### src/rtl/pw_attempt_ctrl.sv
// Password attempt controller: synchronizes the keypad inputs, presents one
// character per enter press to the password FSM, counts failures, locks out.
module pw_attempt_ctrl #(
    parameter int MAX_TRIES    = 3,
    parameter int LOCK_CYCLES  = 1024,
    parameter int RESP_TIMEOUT = 16,
    parameter int CLR_CYCLES   = 2
) (
    input  logic       clk,
    input  logic       reset_n,
    input  logic [6:0] char_in,
    input  logic       enter_in,
    input  logic       relock,
    input  logic       fsm_open,
    input  logic       fsm_wrong,
    output logic [6:0] fsm_char,
    output logic       fsm_enter,
    output logic       fsm_rst_n,
    output logic       open,
    output logic       wrong,
    output logic       lockout,
    output logic [3:0] tries
);

    localparam int TMAX_RC = (RESP_TIMEOUT > CLR_CYCLES) ? RESP_TIMEOUT : CLR_CYCLES;
    localparam int TMAX    = (LOCK_CYCLES > TMAX_RC) ? LOCK_CYCLES : TMAX_RC;
    localparam int TW      = $clog2(TMAX + 1);

    typedef enum logic [2:0] {
        IDLE,
        PRESENT,
        WAIT,
        OPEN,
        CLEAR,
        LOCK
    } state_t;

    state_t        state;
    logic [6:0]    char_s1;
    logic [6:0]    char_s2;
    logic          enter_s1;
    logic          enter_s2;
    logic          enter_d;
    logic          enter_evt;
    logic [TW-1:0] timer;
    logic [3:0]    tries_inc;
    logic          last_try;

    assign enter_evt = enter_s2 & ~enter_d;
    assign tries_inc = (tries >= 4'(MAX_TRIES)) ? 4'(MAX_TRIES) : tries + 4'd1;
    assign last_try  = ({1'b0, tries} + 5'd1) >= 5'(MAX_TRIES);

    // Two-flop synchronizers; enter idles high so a button held through reset is not an edge
    always_ff @(posedge clk or negedge reset_n) begin
        if (!reset_n) begin
            char_s1  <= '0;
            char_s2  <= '0;
            enter_s1 <= 1'b1;
            enter_s2 <= 1'b1;
            enter_d  <= 1'b1;
        end else begin
            char_s1  <= char_in;
            char_s2  <= char_s1;
            enter_s1 <= enter_in;
            enter_s2 <= enter_s1;
            enter_d  <= enter_s2;
        end
    end

    // Attempt sequencer; every output is a register updated alongside the state
    always_ff @(posedge clk or negedge reset_n) begin
        if (!reset_n) begin
            state     <= IDLE;
            fsm_char  <= '0;
            fsm_enter <= 1'b0;
            fsm_rst_n <= 1'b0;
            open      <= 1'b0;
            wrong     <= 1'b0;
            lockout   <= 1'b0;
            tries     <= '0;
            timer     <= '0;
        end else begin
            fsm_enter <= 1'b0;
            unique case (state)
                IDLE: begin
                    fsm_rst_n <= 1'b1;
                    if (enter_evt) begin
                        fsm_char  <= char_s2;
                        fsm_enter <= 1'b1;
                        wrong     <= 1'b0;
                        state     <= PRESENT;
                    end
                end
                PRESENT: begin
                    timer <= TW'(RESP_TIMEOUT);
                    state <= WAIT;
                end
                WAIT: begin
                    if (fsm_open && !fsm_wrong) begin
                        tries <= '0;
                        open  <= 1'b1;
                        state <= OPEN;
                    end else if (fsm_wrong || timer == TW'(1)) begin
                        tries     <= tries_inc;
                        wrong     <= 1'b1;
                        fsm_rst_n <= 1'b0;
                        if (last_try) begin
                            lockout <= 1'b1;
                            timer   <= TW'(LOCK_CYCLES);
                            state   <= LOCK;
                        end else begin
                            timer <= TW'(CLR_CYCLES);
                            state <= CLEAR;
                        end
                    end else begin
                        timer <= timer - TW'(1);
                    end
                end
                OPEN: begin
                    if (relock) begin
                        open      <= 1'b0;
                        fsm_rst_n <= 1'b0;
                        timer     <= TW'(CLR_CYCLES);
                        state     <= CLEAR;
                    end
                end
                CLEAR: begin
                    if (timer == TW'(1)) begin
                        timer     <= '0;
                        fsm_rst_n <= 1'b1;
                        state     <= IDLE;
                    end else begin
                        timer <= timer - TW'(1);
                    end
                end
                LOCK: begin
                    if (timer == TW'(1)) begin
                        timer     <= '0;
                        tries     <= '0;
                        wrong     <= 1'b0;
                        lockout   <= 1'b0;
                        fsm_rst_n <= 1'b1;
                        state     <= IDLE;
                    end else begin
                        timer <= timer - TW'(1);
                    end
                end
                default: state <= IDLE;
            endcase
        end
    end

endmodule

### config.mk
export PLATFORM = sky130hd
export DESIGN_NAME = pw_attempt_ctrl
export DESIGN_NICKNAME = d
export VERILOG_FILES = /design/src/rtl/pw_attempt_ctrl.sv
export SDC_FILE = /design/constraint.sdc
export NUM_CORES = 1
export LEC_CHECK = 0
export ABC_CLOCK_PERIOD_IN_PS = 2600
export CORE_MARGIN = 1
export CORE_UTILIZATION = 54
export CTS_BUF_LIST = sky130_fd_sc_hd__clkbuf_4 sky130_fd_sc_hd__clkbuf_8 sky130_fd_sc_hd__clkbuf_16
export DETAILED_ROUTE_END_ITERATION = 7
export PLACE_DENSITY = 0.79
export SYNTH_ARGS = -nofsm -noshare
export SYNTH_HDL_FRONTEND = slang
export SYNTH_SLANG_ARGS = --single-unit
### constraint.sdc
create_clock -name clk -period 2.6 [get_ports clk]
set_input_delay 0.52 -clock clk [delete_from_list [all_inputs] [get_ports clk]]
set_output_delay 0.52 -clock clk [all_outputs]
set_load 0.02 [all_outputs]
==> flow_summary.toml, run 1 <==
[outcome]
outcome = "finished, final reports clean"

[grt]
grt_start_max_net_pins = 27
grtUsageTotal = 0.224
grt_pass1_wl_um = 6940
grt_antenna_before_repair = 0
global_route.overflow_total = 0
via_count_of_the_first_global_routing_pass = 1525

[setup_path]
critical_path_peak_fanout = 6
worstReg2RegStart = "timer[1]"
crit_type = "reg2reg"
r2r_cells = 7
critical_path.startpoint_type = "flop"
crit_required_ns = 2.84
regToRegEndpoint = "lockout"
crit_path_end_kind = "flop"
reg2reg_setup_slack_ns = 0.31
crit_arrival_ns = 2.53

[drt]
post-route-drc-count = 0
routed-via-count = 1628
final_antenna_net_count = 0
firstDrtPassIters = 5
detailed_route_wl_um = 4100
first_iter_violations = 87
wire_per_inst_um = 14.1
detail_route.vias_per_cell = 5.61

[timing]
hold_violation_count_in_the_final_report = 0
timing_max_transition_violations_final = 0
worstMarginPinSlew_ns = 0.576
timing.final.crit_share = 0.883
setup-violations-final = 0
maxClockFrequency_ghz = 0.436
hold_ws_ns = 0.207
final.min_clock_period_ns = 2.29
finalSetupTns_ns = 0
grt_setup_unrepaired = "no"
worst_relative_slew_slack = 0.616
finalClockSkew_ns = 0.00617

[placement]
post-place-cells = 282
port_buffers = 28
placedInstanceArea_um2 = 2420
place_hpwl_um = 2940
place_congestion = 0.885

[synth]
synth.lib_cells_used.distinct = 36
synth_sequential_area_ratio = 0.566
syn_area_per_cell_um2 = 10.1
ys_dominant_reg_cell = "sky130_fd_sc_hd__dfrtp_1"
proportion_of_synthesized_flip_flops_having_asynchronous_set_or_reset = 1.00
synth_mux_area_frac = 0.0156
synth_enable_flop_cells = 0
number_of_instances_in_the_synthesized_netlist = 207
postSynthNetCount = 224
synthAdderAreaFrac = 0.0240
yosysWarnings = 0
synth_top_family_by_area = "simple AND/OR/NAND/NOR gates"
synth.ff_latch_count = 47
synth_xor_xnor_area_share = 0
yosys.area_share.simple = 0.223
post_synth_instance_area_um2 = 2080
synth_compound_gate_area_share = 0.144

[clocking]
cts.root.buffer_cell = "sky130_fd_sc_hd__clkbuf_8"
clock_sinks = 47
clock_latency_of_the_later_clocked_register_in_the_worst_skew_pair_ns = 0.30
clkSlewWorstSetupHoldPaths_ns = 0.09
clock_tree.htree_level_count = 2
clock_tree.buffer_depth = 2
cts_tree = "done"
cts_hold_buffers = 0
cts_post_setup_buffers_inserted = 0
cts_inserted_buffers = 5
cts_resized = 0

[final_layout]
layout-drive-gt1-share = 0.112
finalNetCount = 258
mostFrequentLayoutCell = "sky130_fd_sc_hd__dfrtp_1"
fin_cells = 290
finalInstanceArea_um2 = 2510
number_of_antenna_diodes = 0
highest_count_cells_in_the_layout_ignoring_fill_and_taps = "sky130_fd_sc_hd__dfrtp_1, sky130_fd_sc_hd__nand2_1, sky130_fd_sc_hd__clkdlybuf4s50_1"
area_growth_pct = 20.4

[floorplanning]
core_ar_um2 = 3690
initial_core_util = 0.565
design.portCount = 29
die_w_um = 64.1
design.die.area_um2 = 4110
die_y_um = 64.1
placementRows = 22

[worst_hold_path]
hp-class = "in2async"

[job]
timing.max_cap.violations = 0

[power_and_ir_drop]
power-per-cell-area_nw_per_um2 = 1170
power.static_leakage_nw = 1.11
ir_drop_uv = 586
-- cells in the mapped netlist (3+ instances only) --
cell / instances / area [um2]
sky130_fd_sc_hd__nor2b_1: 8 / 50.1
sky130_fd_sc_hd__o221ai_1: 3 / 26.3
sky130_fd_sc_hd__a31oi_1: 5 / 31.3
sky130_fd_sc_hd__o21ai_0: 16 / 80.1
sky130_fd_sc_hd__ha_1: 4 / 50.1
sky130_fd_sc_hd__clkbuf_1: 3 / 11.3
sky130_fd_sc_hd__nand3_1: 3 / 15.0
sky130_fd_sc_hd__nor3_1: 6 / 30.0
sky130_fd_sc_hd__a21oi_1: 15 / 75.1
sky130_fd_sc_hd__nand2_1: 43 / 161
sky130_fd_sc_hd__dfstp_2: 3 / 78.8
sky130_fd_sc_hd__dfrtp_1: 44 / 1100
sky130_fd_sc_hd__inv_1: 5 / 18.8
sky130_fd_sc_hd__nor2_1: 16 / 60.1
sky130_fd_sc_hd__nor3b_1: 3 / 22.5
-- kinds of logic after synthesis --
kind of cell | count (synthesis)
simple gates | 94
compound gates | 48
flops | 47
buf+inv | 11
fa+ha+maj | 4
mux | 3
-- worst max path at each step --
stage	to	slack, ns	cells past startpoint	startpoint
2_1_floorplan	lockout	0.52	7	timer[1]
3_3_place_gp	lockout	0.34	7	timer[1]
3_5_place_dp	lockout	0.34	7	timer[1]
4_1_cts	lockout	0.30	7	timer[1]
5_1_grt	tries[0]	0.16	6	timer[1]
6_report	lockout	0.31	7	timer[1]
-- routing by layer --
layer / vias up / share of wire / track usage
li1: 783 / - / -
met1: 799 / 0.46 / 0.286
met2: 39 / 0.48 / 0.371
met3: 7 / 0.040 / 0.0571
met4: 0 / 0.015 / 0.0778
met5: - / 0 / 0
-- layout make-up --
class / count / area [um2]
Clock buffer: 6 / 76.3
Clock inverter: 2 / 17.5
Fill cell: 304 / 1180
Inverter: 6 / 22.5
Multi-Input combinational cell: 149 / 848
Sequential cell: 47 / 1180
Tap cell: 48 / 60.1
Timing Repair Buffer: 32 / 305
-- worst max-delay path, stage by stage (launching register included) --
cell and delay, ns:
sky130_fd_sc_hd__dfrtp_1 0.45, sky130_fd_sc_hd__inv_1 0.10, sky130_fd_sc_hd__ha_1 0.17, sky130_fd_sc_hd__or3b_2 0.49, sky130_fd_sc_hd__or4_4 0.55, sky130_fd_sc_hd__o31ai_4 0.27
sky130_fd_sc_hd__a21oi_1 0.10, sky130_fd_sc_hd__nor2_1 0.10
-- stage by stage --
step | worst slack (ns) | power (mW) | utilization
3_5_place_dp | 0.339 | 2.48 | 0.655
5_1_grt | 0.164 | 3.13 | 0.680
6_report | 0.305 | 2.92 | 0.680
4_1_cts | 0.296 | 2.93 | 0.680
2_1_floorplan | 0.520 | 2.04 | -
3_3_place_gp | 0.345 | 2.45 | 0.655
-- registers in the layout (all words and copies together) (netlist names) --
name,flops
char_s1,7
wrong,1
open,1
timer,11
enter_s1,1
fsm_char,7
enter_s2,1
char_s2,7
lockout,1
fsm_rst_n,1
enter_d,1
tries,4
state,3
fsm_enter,1
-- power by group --
group | switching [mW] | internal, mW | leakage, nW | total, mW
sequential | 0.224 | 0.935 | 0.572 | 1.16
combinational | 0.732 | 0.582 | 0.486 | 1.31
clock | 0.248 | 0.204 | 0.0488 | 0.452
Power figures use the tool's default switching activity.
==> inputs of run 2 (changes only) <==
CORE_UTILIZATION = 38   (was 54)
PLACE_DENSITY = not set   (was 0.79)
==> run 2 against run 1 <==
Against the previous run: clock skew up 0.0025 ns; count of clock-buffer cells in the layout unchanged; wire length up 0.88%; first-iteration DRC count down 21%; combinational power about the same; non-clock buffer count unchanged; setup slack worse by 0.0015 ns; register-to-register slack about the same; fmax about the same; clock power about the same; flip-flop and latch count unchanged; largest power group unchanged.
==> flow_summary.toml, run 2 (synthesis results as in run 1) <==
[timing]
final.min_clock_period_ns = 2.30
worstMarginPinSlew_ns = 0.493
hold_ws_ns = 0.170
finalClockSkew_ns = 0.00863
grt_setup_unrepaired = "no"
maxClockFrequency_ghz = 0.436
worst_relative_slew_slack = 0.668
finalSetupTns_ns = 0
timing.final.crit_share = 0.883
timing_max_transition_violations_final = 0
setup-violations-final = 0
hold_violation_count_in_the_final_report = 0

[final_layout]
regArea_um2 = 1180
highest_count_cells_in_the_layout_ignoring_fill_and_taps = "sky130_fd_sc_hd__dfrtp_1, sky130_fd_sc_hd__nand2_1, sky130_fd_sc_hd__clkdlybuf4s50_1"
mostFrequentLayoutCell = "sky130_fd_sc_hd__dfrtp_1"
finalNetCount = 258
max_ffs_per_register = 11
area_growth_pct = 22.3
fillers = 500
number_of_antenna_diodes = 0
layout-drive-gt1-share = 0.112
registers.top_by_ff_count = "timer"
area_of_the_multi_input_gates_um2 = 848

[setup_path]
critical_path.startpoint_type = "flop"
crit_required_ns = 2.83
crit_type = "reg2reg"
crit_path_end_kind = "flop"
crit_arrival_ns = 2.53
critical_path_peak_fanout = 6

[placement]
place_congestion = 0.895
port_buffers = 28
place_hpwl_um = 2970

[drt]
detail_route.vias_per_cell = 5.14
final_antenna_net_count = 0
detailed_route_wl_um = 4140
post-route-drc-count = 0
routed-via-count = 1605
wire_per_inst_um = 13.3
first_iter_violations = 69
firstDrtPassIters = 4

[clocking]
cts_post_setup_buffers_inserted = 0
cts_inserted_buffers = 5
clock_tree.htree_level_count = 2
cts_hold_buffers = 0
cts.root.buffer_cell = "sky130_fd_sc_hd__clkbuf_8"
clock_sinks = 47
cts_resized = 0
clkSlewWorstSetupHoldPaths_ns = 0.09
clock_latency_of_the_later_clocked_register_in_the_worst_skew_pair_ns = 0.31
cts_tree = "done"
clock_tree.buffer_depth = 2

[grt]
global_route.overflow_total = 0
grt_pass1_wl_um = 7360
grt_start_max_net_pins = 48
grtUsageTotal = 0.163
via_count_of_the_first_global_routing_pass = 1574
grt_antenna_before_repair = 0

[outcome]
outcome = "finished, final reports clean"

[floorplanning]
placementRows = 26
core_ar_um2 = 5200
design.die.area_um2 = 5790
die_y_um = 76.1
design.portCount = 29
initial_core_util = 0.400
die_w_um = 76.1

[power_and_ir_drop]
finalPower_mw = 2.94
power-per-cell-area_nw_per_um2 = 1150
power.static_leakage_nw = 1.11
ir_drop_uv = 506

[job]
timing.max_cap.violations = 0

[worst_hold_path]
hp-class = "in2async"
[run 2: changes by cell type in the layout (fill, tap and decap cells not counted)]
cell	change
sky130_fd_sc_hd__clkinv_4	-2
sky130_fd_sc_hd__buf_12	+1
sky130_fd_sc_hd__buf_4	-1
sky130_fd_sc_hd__clkinvlp_4	+1
sky130_fd_sc_hd__inv_6	+1
[run 2: final timing paths]
check                           start    endpoint  slack (ns)  cells past startpoint
min in group clk           char_s1[4]  char_s2[4]        0.35                      0
min reg2reg                char_s1[4]  char_s2[4]        0.35                      0
max reg2reg                  timer[1]     lockout        0.30                      7
min                           reset_n  char_s2[5]        0.17                      2
max in group asynchronous     reset_n    enter_s2        2.16                      2
max                          timer[1]     lockout        0.30                      7
[run 2: report_power, final]
part	leakage (nW)	total [mW]	switching, mW	internal, mW
combinational	0.491	1.33	0.742	0.591
sequential	0.572	1.15	0.217	0.935
clock	0.0452	0.452	0.248	0.204
total	1.11	2.94	1.21	1.73
[run 2: area by class of cell]
| class | instances | area share |
|---|---|---|
| Sequential cell | 47 | 0.463 |
| Multi-Input combinational cell | 149 | 0.333 |
| Timing Repair Buffer | 32 | 0.125 |
| Tap cell | 70 | 0.0344 |
| Clock buffer | 6 | 0.0299 |
| Inverter | 6 | 0.00884 |
| Clock inverter | 2 | 0.00638 |
[run 2: per-stage QoR]
step | util | cell area, um2 | instances | worst slack [ns]
after global placement | 0.472 | 2460 | 304 | 0.319
after floorplan | - | 2080 | 207 | 0.520
final | 0.490 | 2550 | 312 | 0.304
after CTS | 0.490 | 2550 | 312 | 0.303
after global routing | 0.490 | 2550 | 312 | 0.124
after detailed placement | 0.472 | 2460 | 304 | 0.307
[run 2: critical path, stage by stage, from the launching register on]
cell	delay, ns
sky130_fd_sc_hd__dfrtp_1	0.44
sky130_fd_sc_hd__inv_1	0.09
sky130_fd_sc_hd__ha_1	0.16
sky130_fd_sc_hd__or3b_2	0.49
sky130_fd_sc_hd__or4_4	0.55
sky130_fd_sc_hd__o31ai_4	0.26
sky130_fd_sc_hd__a21oi_1	0.09
sky130_fd_sc_hd__nor2_1	0.12
[run 2: per-layer routing]
| metal | up-vias | track usage | routed length [um] |
|---|---|---|---|
| li1 | 787 | - | - |
| met1 | 769 | 0.217 | 1970 |
| met2 | 42 | 0.254 | 1910 |
| met3 | 7 | 0.0371 | 177 |
| met4 | 0 | 0.0731 | 72 |
| met5 | - | 0 | 0 |
==> inputs of run 3 (changes only) <==
GPL_ROUTABILITY_DRIVEN = 0   (was not set)
==> results of run 3 <==
No change in the layout: final DEF, timing and power equal those of run 2.
==> RTL change, RTL diff (config.mk and constraints of run 2) <==
Register the inputs `char_in`, `enter_in`, `relock`, `fsm_open` and `fsm_wrong` before use, without a reset. The logic sees them one clock later.
--- a/src/rtl/pw_attempt_ctrl.sv
+++ b/src/rtl/pw_attempt_ctrl.sv
@@ -36,4 +36,18 @@
     } state_t;
 
+    logic [6:0] char_q;
+    logic enter_q;
+    logic relock_q;
+    logic fsm_open_q;
+    logic fsm_wrong_q;
+
+    always_ff @(posedge clk) begin
+        char_q      <= char_in;
+        enter_q     <= enter_in;
+        relock_q    <= relock;
+        fsm_open_q  <= fsm_open;
+        fsm_wrong_q <= fsm_wrong;
+    end
+
     state_t        state;
     logic [6:0]    char_s1;
@@ -60,7 +74,7 @@
             enter_d  <= 1'b1;
         end else begin
-            char_s1  <= char_in;
+            char_s1  <= char_q;
             char_s2  <= char_s1;
-            enter_s1 <= enter_in;
+            enter_s1 <= enter_q;
             enter_s2 <= enter_s1;
             enter_d  <= enter_s2;
@@ -97,9 +111,9 @@
                 end
                 WAIT: begin
-                    if (fsm_open && !fsm_wrong) begin
+                    if (fsm_open_q && !fsm_wrong_q) begin
                         tries <= '0;
                         open  <= 1'b1;
                         state <= OPEN;
-                    end else if (fsm_wrong || timer == TW'(1)) begin
+                    end else if (fsm_wrong_q || timer == TW'(1)) begin
                         tries     <= tries_inc;
                         wrong     <= 1'b1;
@@ -118,5 +132,5 @@
                 end
                 OPEN: begin
-                    if (relock) begin
+                    if (relock_q) begin
                         open      <= 1'b0;
                         fsm_rst_n <= 1'b0;
Formal check against the unedited RTL: not equivalent (a bounded check fails within 10 cycles, from zero or initial values and one cycle with reset_n low).
==> RTL change against run 2 <==
Fmax grew 5.6%; routed wire length up 5.5%; clock power increased by 120%; area after synthesis up 12%; sequential cell count increased by 11; utilization increased by 1.3 points; cell count grew 2.2%; clock skew increased by 0.0015 ns; combinational power grew 17%; worst setup slack improved by 0.12 ns; final area grew 17%; die area rose by 12%; power increased by 33%; highest routed layer unchanged.
==> RTL change: results (changes against run 2) <==
run status=finished, final reports clean; delay of the slowest critical-path stage=0.61 ns (+0.06 ns); met1 Use GR=0.196 (-0.0212); met2 Use GR=0.229 (-0.0248); DP Cell Count=303 (-0.33%); Tightest Pin Transition=0.696 ns (+0.202 ns); most frequent cells after synthesis=dfrtp_1 (44), nand2_1 (17), nor2_1 (15), o21ai_0 (13), dfxtp_1 (11); switching share of power=0.366 (-0.0449); DP HPWL=3010 µm (+1.4%); GRT Total Usage=0.152 (-0.0109); asr flop ratio synth=0.810 (-0.190); Post-Place Worst Slack=0.426 ns (+0.119 ns); Placement Cell Area=2730 µm² (+11%); vias in the first global route=1,527 (-3.0%); Max IR drop VDD=0.000678 V (+34%); DRT iter0 DRCs=73 (+5.8%); fill cell count=535 (+7.0%); synth unique cells=48 (+33%); top cells by area, synth=dfrtp_1 (47%), dfxtp_1 (9.4%), dfstp_2 (3.4%); clock latency on the worst-skew pair=0.33 ns (+0.02 ns); Clock transition at path regs=0.07 ns (-0.02 ns); mux contribution to synthesized area=0.0432 (+0.0276); Synthesized Nets=217 (-3.1%); CTS H-tree lvls=3 (+1); Synth warnings=0 (unchanged); static leakage=1.25 nW (+13%); Synth Area in Compound Gates=0.165 (+0.0208); first-pass GRT wire length=7170 µm (-2.5%); skew final=0.0101 ns (+0.00147 ns); gp weighted congestion=0.799 (-11%); total power=3.91 mW (+33%); TritonCTS buffer count=9 (+4); Crit Path Max Fanout=7 (+1); Final Net Count=256 (-0.78%); Seq pwr share=0.343 (-0.049); Setup Buffers After CTS=0 (unchanged); met3 usage=0.0511 (+0.0140); sequential cell area=1400 µm² (+19%); Worst Path Arrival=2.39 ns (-0.14 ns); share of cells above drive strength 1=0.172 (+0.0606); per-cell routed wire length=13.7 µm (+3.1%); Syn Inst Count=200 (-3.4%); adder-cell share of the synthesized area=0.0213 (-0.00266)
-- RTL change: worst paths after layout --
check,start,to,slack (ns),cells past startpoint
setup / recovery,timer[2],tries[0],0.43,5
hold / removal,reset_n,char_s2[1],0.27,2
setup reg to reg,timer[2],tries[0],0.43,5
hold reg to reg,enter_q,enter_s1,0.30,0
max in group asynchronous,reset_n,char_s1[2],1.92,2
min in group clk,enter_q,enter_s1,0.30,0
-- RTL change: worst max-delay path, delay by kind of cell, from the launching register on --
kind,cells,cell delay (ns)
muxes,1,0.35
AOI/OAI and AO/OA,1,0.22
and+or+nand+nor,3,1.06
DFF,1,0.44
-- RTL change: area by class of cell --
class,count,share of cell area
inverter,7,0.00883
multi-input combinational,129,0.298
tap,75,0.0316
timing repair buffer,34,0.108
clock buffer,10,0.0442
clock inverter,6,0.0387
sequential,58,0.471
-- RTL change: per-layer routing --
metal | wire length [µm] | vias up
met5 | 0 | -
met4 | 78 | 0
met3 | 194 | 9
met2 | 2040 | 40
met1 | 2050 | 792
li1 | - | 797
